## src/rtl/keypad_pkg.sv

```systemverilog
// Shared types and sizes for the 4x4 keypad matrix scanner.
package keypad_pkg;

  localparam int unsigned NUM_COLS = 4;
  localparam int unsigned NUM_ROWS = 4;
  localparam int unsigned COL_W    = 2;
  localparam int unsigned CODE_W   = 4;

  typedef enum logic [1:0] {
    ST_IDLE,
    ST_DEBOUNCE,
    ST_PRESSED,
    ST_RELEASE
  } kp_state_e;

  typedef enum logic [1:0] {
    SCAN_NONE,
    SCAN_SINGLE,
    SCAN_MULTI
  } scan_class_e;

  // Number of rows pulled low in an active-low row vector.
  function automatic logic [2:0] count_low(input logic [NUM_ROWS-1:0] rows_n);
    logic [2:0] n;
    n = '0;
    for (int unsigned r = 0; r < NUM_ROWS; r++) begin
      if (!rows_n[r]) n = n + 3'd1;
    end
    return n;
  endfunction

endpackage

```

## src/rtl/keypad_matrix_scanner_if.sv

```systemverilog
// Keypad matrix pins plus decoded key event outputs.
interface keypad_matrix_scanner_if;
  import keypad_pkg::*;

  logic [NUM_COLS-1:0] key_col;
  logic [NUM_ROWS-1:0] key_row;
  logic [CODE_W-1:0]   key_code;
  logic                key_valid;
  logic                key_held;

  modport master (
    output key_col, key_code, key_valid, key_held,
    input  key_row
  );

  modport slave (
    input  key_col, key_code, key_valid, key_held,
    output key_row
  );
endinterface

```

## src/rtl/keypad_scan_timer.sv

```systemverilog
// Column dwell divider and active-low one-hot column driver.
module keypad_scan_timer
  import keypad_pkg::*;
#(
  parameter int unsigned SCAN_DIV = 5000
) (
  input  logic                clk,
  input  logic                reset,
  output logic [COL_W-1:0]    col_idx,
  output logic [NUM_COLS-1:0] key_col,
  output logic                sample,
  output logic                scan_done
);

  localparam int unsigned DIV_W = $clog2(SCAN_DIV);

  logic [DIV_W-1:0] div_q;
  logic [COL_W-1:0] col_q;

  assign sample    = (div_q == DIV_W'(SCAN_DIV - 1));
  assign scan_done = sample && (col_q == COL_W'(NUM_COLS - 1));
  assign col_idx   = col_q;

  always_ff @(posedge clk or negedge reset) begin
    if (!reset) begin
      div_q <= '0;
      col_q <= '0;
    end else if (sample) begin
      div_q <= '0;
      col_q <= col_q + 1'b1;
    end else begin
      div_q <= div_q + 1'b1;
    end
  end

  always_comb begin
    key_col        = '1;
    key_col[col_q] = 1'b0;
  end

endmodule

```

## src/rtl/keypad_matrix_scanner.sv

```systemverilog
// 4x4 keypad scanner with debounce; optional auto-repeat when KEYPAD_REPEAT_EN is defined.
module keypad_matrix_scanner
  import keypad_pkg::*;
#(
  parameter int unsigned SCAN_DIV       = 5000,
  parameter int unsigned DEBOUNCE_SCANS = 4,
  parameter int unsigned REPEAT_DELAY   = 50,
  parameter int unsigned REPEAT_RATE    = 10
) (
  input  logic                     clk,
  input  logic                     reset,
  keypad_matrix_scanner_if.master  kp
);

  localparam int unsigned DEB_W = $clog2(DEBOUNCE_SCANS + 1);

  if (SCAN_DIV < 2 || DEBOUNCE_SCANS < 1 || REPEAT_DELAY < 1 || REPEAT_RATE < 1) begin : g_param_check
    $error("keypad_matrix_scanner: parameter out of range");
  end

  logic [COL_W-1:0]    col_idx;
  logic [NUM_COLS-1:0] col_drive;
  logic                sample, scan_done;

  keypad_scan_timer #(.SCAN_DIV(SCAN_DIV)) u_timer (
    .clk       (clk),
    .reset     (reset),
    .col_idx   (col_idx),
    .key_col   (col_drive),
    .sample    (sample),
    .scan_done (scan_done)
  );

  // Rows are asynchronous to clk; two flops settle well inside a column dwell.
  logic [NUM_ROWS-1:0] row_meta_q, row_sync_q;
  always_ff @(posedge clk or negedge reset) begin
    if (!reset) begin
      row_meta_q <= '1;
      row_sync_q <= '1;
    end else begin
      row_meta_q <= kp.key_row;
      row_sync_q <= row_meta_q;
    end
  end

  // Per-scan key count saturates at 2 (anything above one key is MULTI).
  logic [1:0]        acc_n_q, scan_n;
  logic [CODE_W-1:0] acc_code_q, scan_code;
  logic [2:0]        col_keys, sum;
  logic [COL_W-1:0]  hit_row;
  scan_class_e       scan_cls;

  always_comb begin
    col_keys = count_low(row_sync_q);
    hit_row  = '0;
    for (int unsigned r = 0; r < NUM_ROWS; r++) begin
      if (!row_sync_q[r]) hit_row = COL_W'(r);
    end
    sum       = {1'b0, acc_n_q} + col_keys;
    scan_n    = (sum > 3'd1) ? 2'd2 : sum[1:0];
    scan_code = (col_keys != '0) ? {hit_row, col_idx} : acc_code_q;
    case (scan_n)
      2'd0:    scan_cls = SCAN_NONE;
      2'd1:    scan_cls = SCAN_SINGLE;
      default: scan_cls = SCAN_MULTI;
    endcase
  end

  always_ff @(posedge clk or negedge reset) begin
    if (!reset) begin
      acc_n_q    <= '0;
      acc_code_q <= '0;
    end else if (sample) begin
      if (scan_done) begin
        acc_n_q    <= '0;
        acc_code_q <= '0;
      end else begin
        acc_n_q    <= scan_n;
        acc_code_q <= scan_code;
      end
    end
  end

  kp_state_e         state_q, state_d;
  logic [DEB_W-1:0]  deb_q, deb_d;
  logic [CODE_W-1:0] cand_q, cand_d, code_q, code_d;
  logic              valid_q, valid_d, held_q, held_d;

`ifdef KEYPAD_REPEAT_EN
  localparam int unsigned REP_MAX = (REPEAT_DELAY > REPEAT_RATE) ? REPEAT_DELAY : REPEAT_RATE;
  localparam int unsigned REP_W   = $clog2(REP_MAX + 1);
  logic [REP_W-1:0] rep_q, rep_d;
  logic             rep_first_q, rep_first_d;

  always_ff @(posedge clk or negedge reset) begin
    if (!reset) begin
      rep_q       <= '0;
      rep_first_q <= 1'b0;
    end else begin
      rep_q       <= rep_d;
      rep_first_q <= rep_first_d;
    end
  end
`endif

  always_ff @(posedge clk or negedge reset) begin
    if (!reset) begin
      state_q <= ST_IDLE;
      deb_q   <= '0;
      cand_q  <= '0;
      code_q  <= '0;
      valid_q <= 1'b0;
      held_q  <= 1'b0;
    end else begin
      state_q <= state_d;
      deb_q   <= deb_d;
      cand_q  <= cand_d;
      code_q  <= code_d;
      valid_q <= valid_d;
      held_q  <= held_d;
    end
  end

  always_comb begin
    state_d = state_q;
    deb_d   = deb_q;
    cand_d  = cand_q;
    code_d  = code_q;
    valid_d = 1'b0;
    held_d  = held_q;
`ifdef KEYPAD_REPEAT_EN
    rep_d       = rep_q;
    rep_first_d = rep_first_q;
`endif
    if (scan_done) begin
      case (state_q)
        ST_IDLE: begin
          if (scan_cls == SCAN_SINGLE) begin
            cand_d = scan_code;
            if (DEBOUNCE_SCANS == 1) begin
              state_d = ST_PRESSED;
              code_d  = scan_code;
              valid_d = 1'b1;
              held_d  = 1'b1;
            end else begin
              state_d = ST_DEBOUNCE;
              deb_d   = DEB_W'(1);
            end
          end
        end
        ST_DEBOUNCE: begin
          if (scan_cls == SCAN_SINGLE && scan_code == cand_q) begin
            if (deb_q == DEB_W'(DEBOUNCE_SCANS - 1)) begin
              state_d = ST_PRESSED;
              deb_d   = '0;
              code_d  = cand_q;
              valid_d = 1'b1;
              held_d  = 1'b1;
            end else begin
              deb_d = deb_q + 1'b1;
            end
          end else begin
            state_d = ST_IDLE;
            deb_d   = '0;
          end
        end
        ST_PRESSED: begin
          if (scan_cls == SCAN_NONE) begin
            if (DEBOUNCE_SCANS == 1) begin
              state_d = ST_IDLE;
              held_d  = 1'b0;
            end else begin
              state_d = ST_RELEASE;
              deb_d   = DEB_W'(1);
            end
          end else begin
`ifdef KEYPAD_REPEAT_EN
            if (REP_W'(rep_q + 1'b1) == (rep_first_q ? REP_W'(REPEAT_RATE) : REP_W'(REPEAT_DELAY))) begin
              valid_d     = 1'b1;
              rep_d       = '0;
              rep_first_d = 1'b1;
            end else begin
              rep_d = rep_q + 1'b1;
            end
`endif
          end
        end
        ST_RELEASE: begin
          if (scan_cls == SCAN_NONE) begin
            if (deb_q == DEB_W'(DEBOUNCE_SCANS - 1)) begin
              state_d = ST_IDLE;
              deb_d   = '0;
              held_d  = 1'b0;
            end else begin
              deb_d = deb_q + 1'b1;
            end
          end else begin
            state_d = ST_PRESSED;
            deb_d   = '0;
          end
        end
        default: state_d = ST_IDLE;
      endcase
    end
`ifdef KEYPAD_REPEAT_EN
    if (state_d != ST_PRESSED) begin
      rep_d       = '0;
      rep_first_d = 1'b0;
    end
`endif
  end

  assign kp.key_col   = col_drive;
  assign kp.key_code  = code_q;
  assign kp.key_valid = valid_q;
  assign kp.key_held  = held_q;

endmodule

```

## src/flat_wrapper.sv

```systemverilog
// flat-port wrapper written by rule: the top's interface ports become plain ports
module keypad_matrix_scanner_flat import keypad_pkg::*;
#(
  parameter int unsigned SCAN_DIV       = 5000,
  parameter int unsigned DEBOUNCE_SCANS = 4,
  parameter int unsigned REPEAT_DELAY   = 50,
  parameter int unsigned REPEAT_RATE    = 10
)
  (clk, reset, kp_key_col, kp_key_code, kp_key_valid, kp_key_held, kp_key_row);
  keypad_matrix_scanner_if kp_i ();
  input  logic clk;
  input  logic reset;
  output wire logic [$bits(kp_i.key_col)-1:0] kp_key_col;
  output wire logic [$bits(kp_i.key_code)-1:0] kp_key_code;
  output wire logic [$bits(kp_i.key_valid)-1:0] kp_key_valid;
  output wire logic [$bits(kp_i.key_held)-1:0] kp_key_held;
  input wire logic [$bits(kp_i.key_row)-1:0] kp_key_row;
  assign kp_key_col = kp_i.key_col;
  assign kp_key_code = kp_i.key_code;
  assign kp_key_valid = kp_i.key_valid;
  assign kp_key_held = kp_i.key_held;
  assign kp_i.key_row = kp_key_row;
  keypad_matrix_scanner #(.SCAN_DIV(SCAN_DIV), .DEBOUNCE_SCANS(DEBOUNCE_SCANS), .REPEAT_DELAY(REPEAT_DELAY), .REPEAT_RATE(REPEAT_RATE)) u_core (.clk(clk), .reset(reset), .kp(kp_i));
endmodule
```

## config.mk

```make
export PLATFORM = sky130hd
export DESIGN_NAME = keypad_matrix_scanner_flat
export DESIGN_NICKNAME = d
export VERILOG_FILES = /design/src/rtl/keypad_pkg.sv /design/src/rtl/keypad_matrix_scanner_if.sv /design/src/rtl/keypad_scan_timer.sv /design/src/rtl/keypad_matrix_scanner.sv /design/src/flat_wrapper.sv
export SDC_FILE = /design/constraint.sdc
export NUM_CORES = 1
export LEC_CHECK = 0
export CORE_AREA = 5 5 69 71
export CTS_CLUSTER_DIAMETER = 150
export CTS_CLUSTER_SIZE = 28
export DETAILED_ROUTE_END_ITERATION = 16
export DIE_AREA = 0 0 74 76
export PLACE_DENSITY = 0.87
export SYNTH_ARGS = -nofsm -noshare
export SYNTH_HDL_FRONTEND = slang
export SYNTH_SLANG_ARGS = --single-unit
```

## constraint.sdc

```tcl
create_clock -name clk -period 5.4 [get_ports clk]
set_input_delay 0.54 -clock clk [delete_from_list [all_inputs] [get_ports clk]]
set_output_delay 0.54 -clock clk [all_outputs]
set_load 0.01 [all_outputs]
```

Word-level counts from Yosys, hierarchy flattened
Index checks and enable logic that the tools add are counted.

Muxes and demuxes: 37. Equal/unequal tests: 17. Bitwise operators: 1. $add $sub $neg: 7. Reductions and logical operators: 13. Order comparisons: 3.

Operator list (number): 3-bit 2-to-1 mux (8); 2-bit 2-to-1 mux (10); 13-bit by 1-bit adder with 13-bit output, second input constant (1); 13-bit equality test, second input constant (1); 13-bit 2-to-1 mux (1); 2-bit by 1-bit inequality test with 1-bit output, second input constant (6); 3-bit case mux with 4 select lines (1); 1-bit 2-to-1 mux (11); 3-bit by 1-bit adder with 3-bit output, second input constant (3); 4-bit 2-to-1 mux (2); 2-bit case mux with 4 select lines (1); 2-bit by 1-bit equality test with 1-bit output, second input constant (3); 2-bit equality test, second input constant (3); 2-bit zero test (3); 3-bit AND reduction (2); 6-bit AND reduction (1); 5-bit AND reduction (1); 4-bit equality test (1); 4-bit inverter (1); 2-bit case mux with 2 select lines (1); 4-bit AND reduction (1); 2-bit by 3-bit adder with 3-bit output (1); 3-bit by 2-bit equality test with 1-bit output, second input constant (1); 3-bit by 1-bit greater-than comparator with 1-bit output, second input constant (1); other kinds (11) (13).

Logic and storage cells: 90. Input port bits: 6. Output and inout port bits: 10. Bits in registers: 44.

Logic depth before layout (Yosys ltp)
Depth after elaboration: 17. Mapped depth: 14.

Hierarchy
Synthesis repeated with hierarchy kept, for this count alone.

Cells, all modules: 219. Area, all modules: 2324.7 um^2.

By module, submodules not included: keypad_matrix_scanner (cells an instance 149, instances 1, area an instance 1564.0 um^2); keypad_scan_timer (cells an instance 70, instances 1, area an instance 760.7 um^2).

Least setup slack after synthesis
Ideal clock, no wire load.

Path type: flip-flop to flip-flop. Start point: register u_core.row_sync_q[0]. End point: register u_core.code_q[0] (netlist: u_core.kp.key_code[0]). Path buffers: 0. Stages on the path, launching flop included: 12. Data arrival time: 3.693 ns. Setup slack: 1.582 ns. Clock period less this slack: 3.818 ns. Cell sequence: dfstp_2 > inv_1 > ha_1 > xnor2_1 > ha_1 > nor2_1 > a31oi_1 > fa_1 > xnor3_1 > or4b_1 > a2111oi_4 > mux2_4.

Word-level cells in the longest chain between the ends: 15. Elaborated cells on any way between the ends: 19. Classes of those cells: 4 x add/sub; 1 x order compare; 3 x eq/ne; 7 x mux; 4 x reduce/logical.

Ends and longest elaborated chain: start: declaration (RTL line keypad_matrix_scanner.sv:35) `logic [NUM_ROWS-1:0] row_meta_q, row_sync_q;`; start signal: assignment (RTL line keypad_matrix_scanner.sv:42) `row_sync_q <= row_meta_q;`; 1-bit 2-to-1 mux * (RTL line keypad_pkg.sv:27) `if (!rows_n[r]) n = n + 3'd1;`; 1-bit by 1-bit adder with 2-bit output (RTL line keypad_pkg.sv:27); 3-bit 2-to-1 mux * (RTL line keypad_pkg.sv:27); 3-bit by 1-bit adder with 3-bit output (RTL line keypad_pkg.sv:27); 3-bit 2-to-1 mux * (RTL line keypad_pkg.sv:27); 3-bit by 1-bit adder with 3-bit output (RTL line keypad_pkg.sv:27); 3-bit 2-to-1 mux * (RTL line keypad_pkg.sv:27); 2-bit by 3-bit adder with 3-bit output (RTL line keypad_matrix_scanner.sv:59) `sum = {1'b0, acc_n_q} + col_keys;`; 3-bit by 1-bit greater-than comparator with 1-bit output (RTL line keypad_matrix_scanner.sv:60) `scan_n = (sum > 3'd1) ? 2'd2 : sum[1:0];`; 2-bit 2-to-1 mux (RTL line keypad_matrix_scanner.sv:60); 2-bit by 1-bit equality test with 1-bit output / 2-bit zero test (equally long branches) (RTL line keypad_matrix_scanner.sv:62) `case (scan_n)`; 2-bit case mux with 2 select lines (RTL line keypad_matrix_scanner.sv:62); 2-bit by 1-bit equality test with 1-bit output (RTL line keypad_matrix_scanner.sv:152) `if (scan_cls == SCAN_SINGLE && scan_code == cand_q) begin`; 1-bit logical AND * (RTL line keypad_matrix_scanner.sv:152); 4-bit AND reduction (no line) *; end signal: assignment (RTL line keypad_matrix_scanner.sv:118) `code_q <= code_d;`; end: declaration (RTL line keypad_matrix_scanner.sv:86) `logic [CODE_W-1:0] cand_q, cand_d, code_q, code_d;`.

Mark *: on every way between the ends. The rest lies on a longest branch, timed or not. A chain may end at the register's enable or synchronous reset.

Final worst setup path
Start point: register u_core.row_sync_q[0]. End point: register u_core.code_q[3] (netlist: u_core.kp.key_code[3]).

Same word-level chain as after synthesis.

==> metrics.txt <==
# TYPE chip_impl_metric gauge
chip_impl_info{name="outcome",value="finished, final reports clean"} 1
chip_impl_metric{name="edff_count_synth",unit=""} 0
chip_impl_metric{name="floorplan.initialDensity",unit="%"} 55.1
chip_impl_metric{name="gp_routability_congestion",unit=""} 0.912
chip_impl_info{name="dominant_combinational_cell_family_by_area_after_synthesis",value="simple AND/OR/NAND/NOR gates"} 1
chip_impl_info{name="path_cells",value="inv_1, ha_1, xnor2_1, ha_1, nor2_1, a31oi_1, fa_1, xnor3_1, or4b_1, a2111oi_4, mux2_4"} 1
chip_impl_metric{name="vias_per_cell",unit=""} 5.75
chip_impl_metric{name="count_of_nets_after_finishing",unit=""} 245
chip_impl_info{name="grt_setup_unrepaired",value="false"} 1
chip_impl_metric{name="critPathMaxStageDelay",unit="ns"} 0.60
chip_impl_metric{name="synthArstFlopShare",unit="%"} 100
chip_impl_metric{name="nFillCells",unit=""} 327
chip_impl_metric{name="synthToLayoutAreaGrowth",unit="%"} 13.6
chip_impl_metric{name="pwr-share-seq",unit="%"} 50.4
chip_impl_metric{name="max_cap_viol_count",unit=""} 0
chip_impl_metric{name="global_route.usage.total",unit="%"} 18.4
chip_impl_metric{name="intPower",unit="W"} 0.000520
chip_impl_metric{name="worst_ep_arrival_time",unit="ns"} 4.33
chip_impl_metric{name="grt_residual_overflow",unit=""} 0
chip_impl_metric{name="finalPower",unit="W"} 0.000670
chip_impl_metric{name="first_pass_grt_wire_length",unit="µm"} 7960
chip_impl_metric{name="synthSimpleGateAreaFrac",unit="%"} 19.1
chip_impl_metric{name="port_buffers",unit=""} 15
chip_impl_metric{name="timing.final.hold_violations",unit=""} 0
chip_impl_metric{name="antenna_found_initial",unit=""} 0
chip_impl_metric{name="p_sw",unit="W"} 0.000150
chip_impl_info{name="path_common_cell",value="ha_1"} 1
chip_impl_metric{name="post_synth_fa_ha_maj_area_fraction",unit="%"} 6.31
chip_impl_metric{name="drt_iter0_markers",unit=""} 110
chip_impl_metric{name="first_global_vias",unit=""} 1710
chip_impl_info{name="hp-class",value="in2async"} 1
chip_impl_metric{name="clkSlewWorstSetupHoldPaths",unit="ns"} 0.09
chip_impl_info{name="startpoint_type",value="flop"} 1
chip_impl_metric{name="placed_cells_incl_taps",unit=""} 273
chip_impl_metric{name="critPathMaxFanout",unit=""} 6
chip_impl_metric{name="postLayoutCellArea",unit="µm²"} 2610
chip_impl_metric{name="p_comb_share",unit="%"} 8.1
chip_impl_metric{name="routed_wire_length_per_instance",unit="µm"} 15.6
chip_impl_info{name="cts_tree",value="built"} 1
chip_impl_metric{name="route.vias.total",unit=""} 1615
chip_impl_metric{name="synth-compound-area-share",unit="%"} 9.24
chip_impl_info{name="timing.critical_path.to_type",value="flop"} 1
chip_impl_metric{name="place_area",unit="µm²"} 2490
chip_impl_metric{name="chipWidth",unit="µm"} 74
chip_impl_metric{name="syn_nets",unit=""} 229
chip_impl_info{name="cpLargestDelayFamily",value="adder cells"} 1
chip_impl_metric{name="shortest_clock_period_the_worst_path_allows_after_layout",unit="ns"} 4.14
chip_impl_info{name="slowest_stage_cell_crit_path",value="a2111oi_4"} 1
chip_impl_metric{name="fin_worst_hold_slack",unit="ns"} 0.360
chip_impl_metric{name="cp_num_buf_inv",unit=""} 1
chip_impl_metric{name="timing.max_slew.rel_slack",unit="%"} 39.1
chip_impl_metric{name="synth.area.mux_share",unit="%"} 4.89
chip_impl_metric{name="postSynthAreaPerCell",unit="µm²"} 10.9
chip_impl_metric{name="vdd_drop_max",unit="µV"} 224
chip_impl_metric{name="post_cts.resized_instances",unit=""} 0
chip_impl_info{name="critPathKind",value="reg2reg"} 1
chip_impl_metric{name="core_area",unit="µm²"} 4170
chip_impl_metric{name="report.final.setup_viol",unit=""} 0
chip_impl_metric{name="setup_total_negative_slack",unit="ns"} 0
chip_impl_metric{name="layout-drive-gt1-share",unit="%"} 12.2
chip_impl_metric{name="wirelength",unit="µm"} 4390
chip_impl_metric{name="placementRows",unit=""} 24
chip_impl_metric{name="remaining_drc_errors",unit=""} 0
chip_impl_metric{name="period_share",unit="%"} 76.7
chip_impl_metric{name="crit_required",unit="ns"} 5.59
chip_impl_metric{name="drt_pass_1_iters",unit=""} 4
chip_impl_metric{name="synth_xor_xnor_area_share",unit="%"} 8.97
chip_impl_metric{name="p_sw_share",unit="%"} 22.4
chip_impl_metric{name="cell_count_after_synthesis",unit=""} 212
chip_impl_metric{name="drtAntennaViolNets",unit=""} 0
chip_impl_metric{name="maximum_number_of_pins_on_one_net_before_global_route_repair",unit=""} 45
chip_impl_metric{name="cts-hold-fix-buffers",unit=""} 0
chip_impl_metric{name="ctsLongestPathBuffers",unit=""} 2
chip_impl_metric{name="layoutNonFillerInstCount",unit=""} 281
chip_impl_metric{name="diodes",unit=""} 0
chip_impl_metric{name="power.density_cell_area",unit="nW/µm²"} 256
chip_impl_metric{name="clock_skew",unit="ns"} 0.0104
chip_impl_metric{name="total_cts_buffers",unit=""} 5
chip_impl_metric{name="die_y",unit="µm"} 76
chip_impl_metric{name="ys_seq_elements",unit=""} 44
chip_impl_metric{name="clock_sink_count",unit=""} 44
chip_impl_metric{name="relative_contribution_of_the_clock_network_to_total_power",unit="%"} 41.4
chip_impl_metric{name="netlist_area",unit="µm²"} 2300
chip_impl_metric{name="hpwl_detailed",unit="µm"} 3100
chip_impl_metric{name="max_slew.worst_pin.slew",unit="ns"} 0.913
chip_impl_metric{name="postCtsSetupRepairBufs",unit=""} 0
chip_impl_metric{name="floorplan.die_area",unit="µm²"} 5620
chip_impl_metric{name="leakage",unit="nW"} 1.18
chip_impl_metric{name="timing.final.max_slew_violations",unit=""} 0
chip_impl_info{name="synthFlopType",value="dfrtp_1"} 1
chip_impl_metric{name="clock_latency",unit="ns"} 0.31
chip_impl_info{name="ctsRootBufferMaster",value="clkbuf_8"} 1
chip_impl_metric{name="ys.warnings.count",unit=""} 0
chip_impl_metric{name="io_pins",unit=""} 16
chip_impl_metric{name="clock.fmax",unit="MHz"} 242
chip_impl_metric{name="seq_total_area_yosys",unit="%"} 48.3
chip_impl_metric{name="post_synth_num_cell_types",unit=""} 45
chip_impl_metric{name="htree_levels",unit=""} 2
[flip-flops by register name (all words and copies together) (netlist names)]
| name | cells |
|---|---|
| u_core.acc_code_q | 4 |
| u_core.acc_n_q | 2 |
| u_core.cand_q | 4 |
| u_core.deb_q | 3 |
| u_core.kp.key_code | 4 |
| u_core.kp.key_held | 1 |
| u_core.kp.key_valid | 1 |
| u_core.row_meta_q | 4 |
| u_core.row_sync_q | 4 |
| u_core.state_q | 2 |
| u_core.u_timer.col_idx | 2 |
| u_core.u_timer.div_q | 13 |
[layout by cell type, fill, tap and decap left out, types with 2 or more instances in the layout]
| cell type | instances |
|---|---|
| dfrtp_1 | 36 |
| nand2_1 | 19 |
| nor2_1 | 14 |
| clkdlybuf4s50_1 | 14 |
| inv_1 | 13 |
| xnor2_1 | 13 |
| ha_1 | 10 |
| xor2_1 | 8 |
| a21oi_1 | 8 |
| o21ai_0 | 8 |
| dfstp_2 | 8 |
| and3_1 | 7 |
| clkbuf_8 | 7 |
| nand3_1 | 6 |
| nand2b_1 | 5 |
| mux2_4 | 4 |
| a22o_1 | 4 |
| a31oi_1 | 3 |
| and2_1 | 3 |
| nand4_1 | 3 |
| mux2i_1 | 3 |
| or2_2 | 2 |
| and4_1 | 2 |
| nor4b_1 | 2 |
| nor4bb_1 | 2 |
| nor4_1 | 2 |
| nand3b_1 | 2 |
| o22ai_1 | 2 |
[final timing paths]
check                                                    start  slack (ns)  cells past startpoint                                  to
worst min register to register  u_core.row_meta_q[1]$_DFF_PN1_        0.36                      0      u_core.row_sync_q[1]$_DFF_PN1_
min in group clk                u_core.row_meta_q[1]$_DFF_PN1_        0.36                      0      u_core.row_sync_q[1]$_DFF_PN1_
max in group asynchronous                                reset        4.47                      1  u_core.u_timer.div_q[11]$_DFF_PN0_
worst max-delay path            u_core.row_sync_q[0]$_DFF_PN1_        1.26                     11   u_core.kp.key_code[3]$_DFFE_PN0P_
worst max register to register  u_core.row_sync_q[0]$_DFF_PN1_        1.26                     11   u_core.kp.key_code[3]$_DFFE_PN0P_
worst min-delay path                                     reset        0.36                      1   u_core.kp.key_code[0]$_DFFE_PN0P_
[power by group through the flow]
stage          Clock, W  Combinational, W  Sequential [W]
6_report       0.000278         0.0000545        0.000338
4_1_cts        0.000282         0.0000549        0.000338
3_3_place_gp          0         0.0000515        0.000344
5_1_grt        0.000295         0.0000615        0.000339
2_1_floorplan         0         0.0000388        0.000342
3_5_place_dp          0         0.0000535        0.000344
[cell families after synthesis]
family                     count (synthesis)
AOI/OAI and AO/OA                         30
xor gates and xnor gates                  22
adders and majority gates                 11
buffers and inverters                     19
DFF                                       44
muxes                                      8
and+or+nand+nor                           78
[through the flow]
stage                     utilization, %  setup WS, ns
final                               62.6          1.26
after global routing                62.6          1.08
after CTS                           62.6          1.25
after detailed placement            59.6          1.31
after global placement              59.6          1.46
after floorplan                        -          1.58
[cells in the mapped netlist (2+ instances only)]
library cell,n,area share [%]
nand4_1,3,0.82
dfstp_2,8,9.1
nand2b_1,5,1.4
or2_2,2,0.54
a21oi_1,8,1.7
clkbuf_1,5,0.82
and2_1,3,0.82
o21ai_0,8,1.7
nor4_1,2,0.54
a31oi_1,3,0.82
and3_1,7,1.9
nor4bb_1,2,0.87
nor4b_1,2,0.76
nand3b_1,2,0.65
dfrtp_1,36,39
mux2_4,4,2.6
a22o_1,4,1.5
xor2_1,8,3.0
nand2_1,19,3.1
xnor2_1,13,4.9
nand3_1,6,1.3
inv_1,13,2.1
ha_1,10,5.4
and4_1,2,0.76
mux2i_1,3,1.3
nor2_1,14,2.3
o22ai_1,2,0.54
[metal layers]
layer | share of wire, % | vias to the layer above | GRT usage [%]
met5 | 0 | - | 0
met3 | 3.7 | 6 | 4.75
met1 | 46 | 808 | 24.0
met4 | 2.3 | 0 | 7.79
li1 | - | 766 | -
met2 | 48 | 35 | 28.5
[layout make-up]
type / instances / area (µm²) / share of cell area (%)
multi-input cells: 149 / 1120 / 42.7
flip-flops and latches: 44 / 1110 / 42.5
clock inverters: 1 / 30.0 / 1.15
well taps: 52 / 65.1 / 2.49
inverters: 13 / 48.8 / 1.87
clock buffers: 7 / 96.3 / 3.69
repair buffers: 15 / 145 / 5.55
Power figures use the tool's default switching activity.
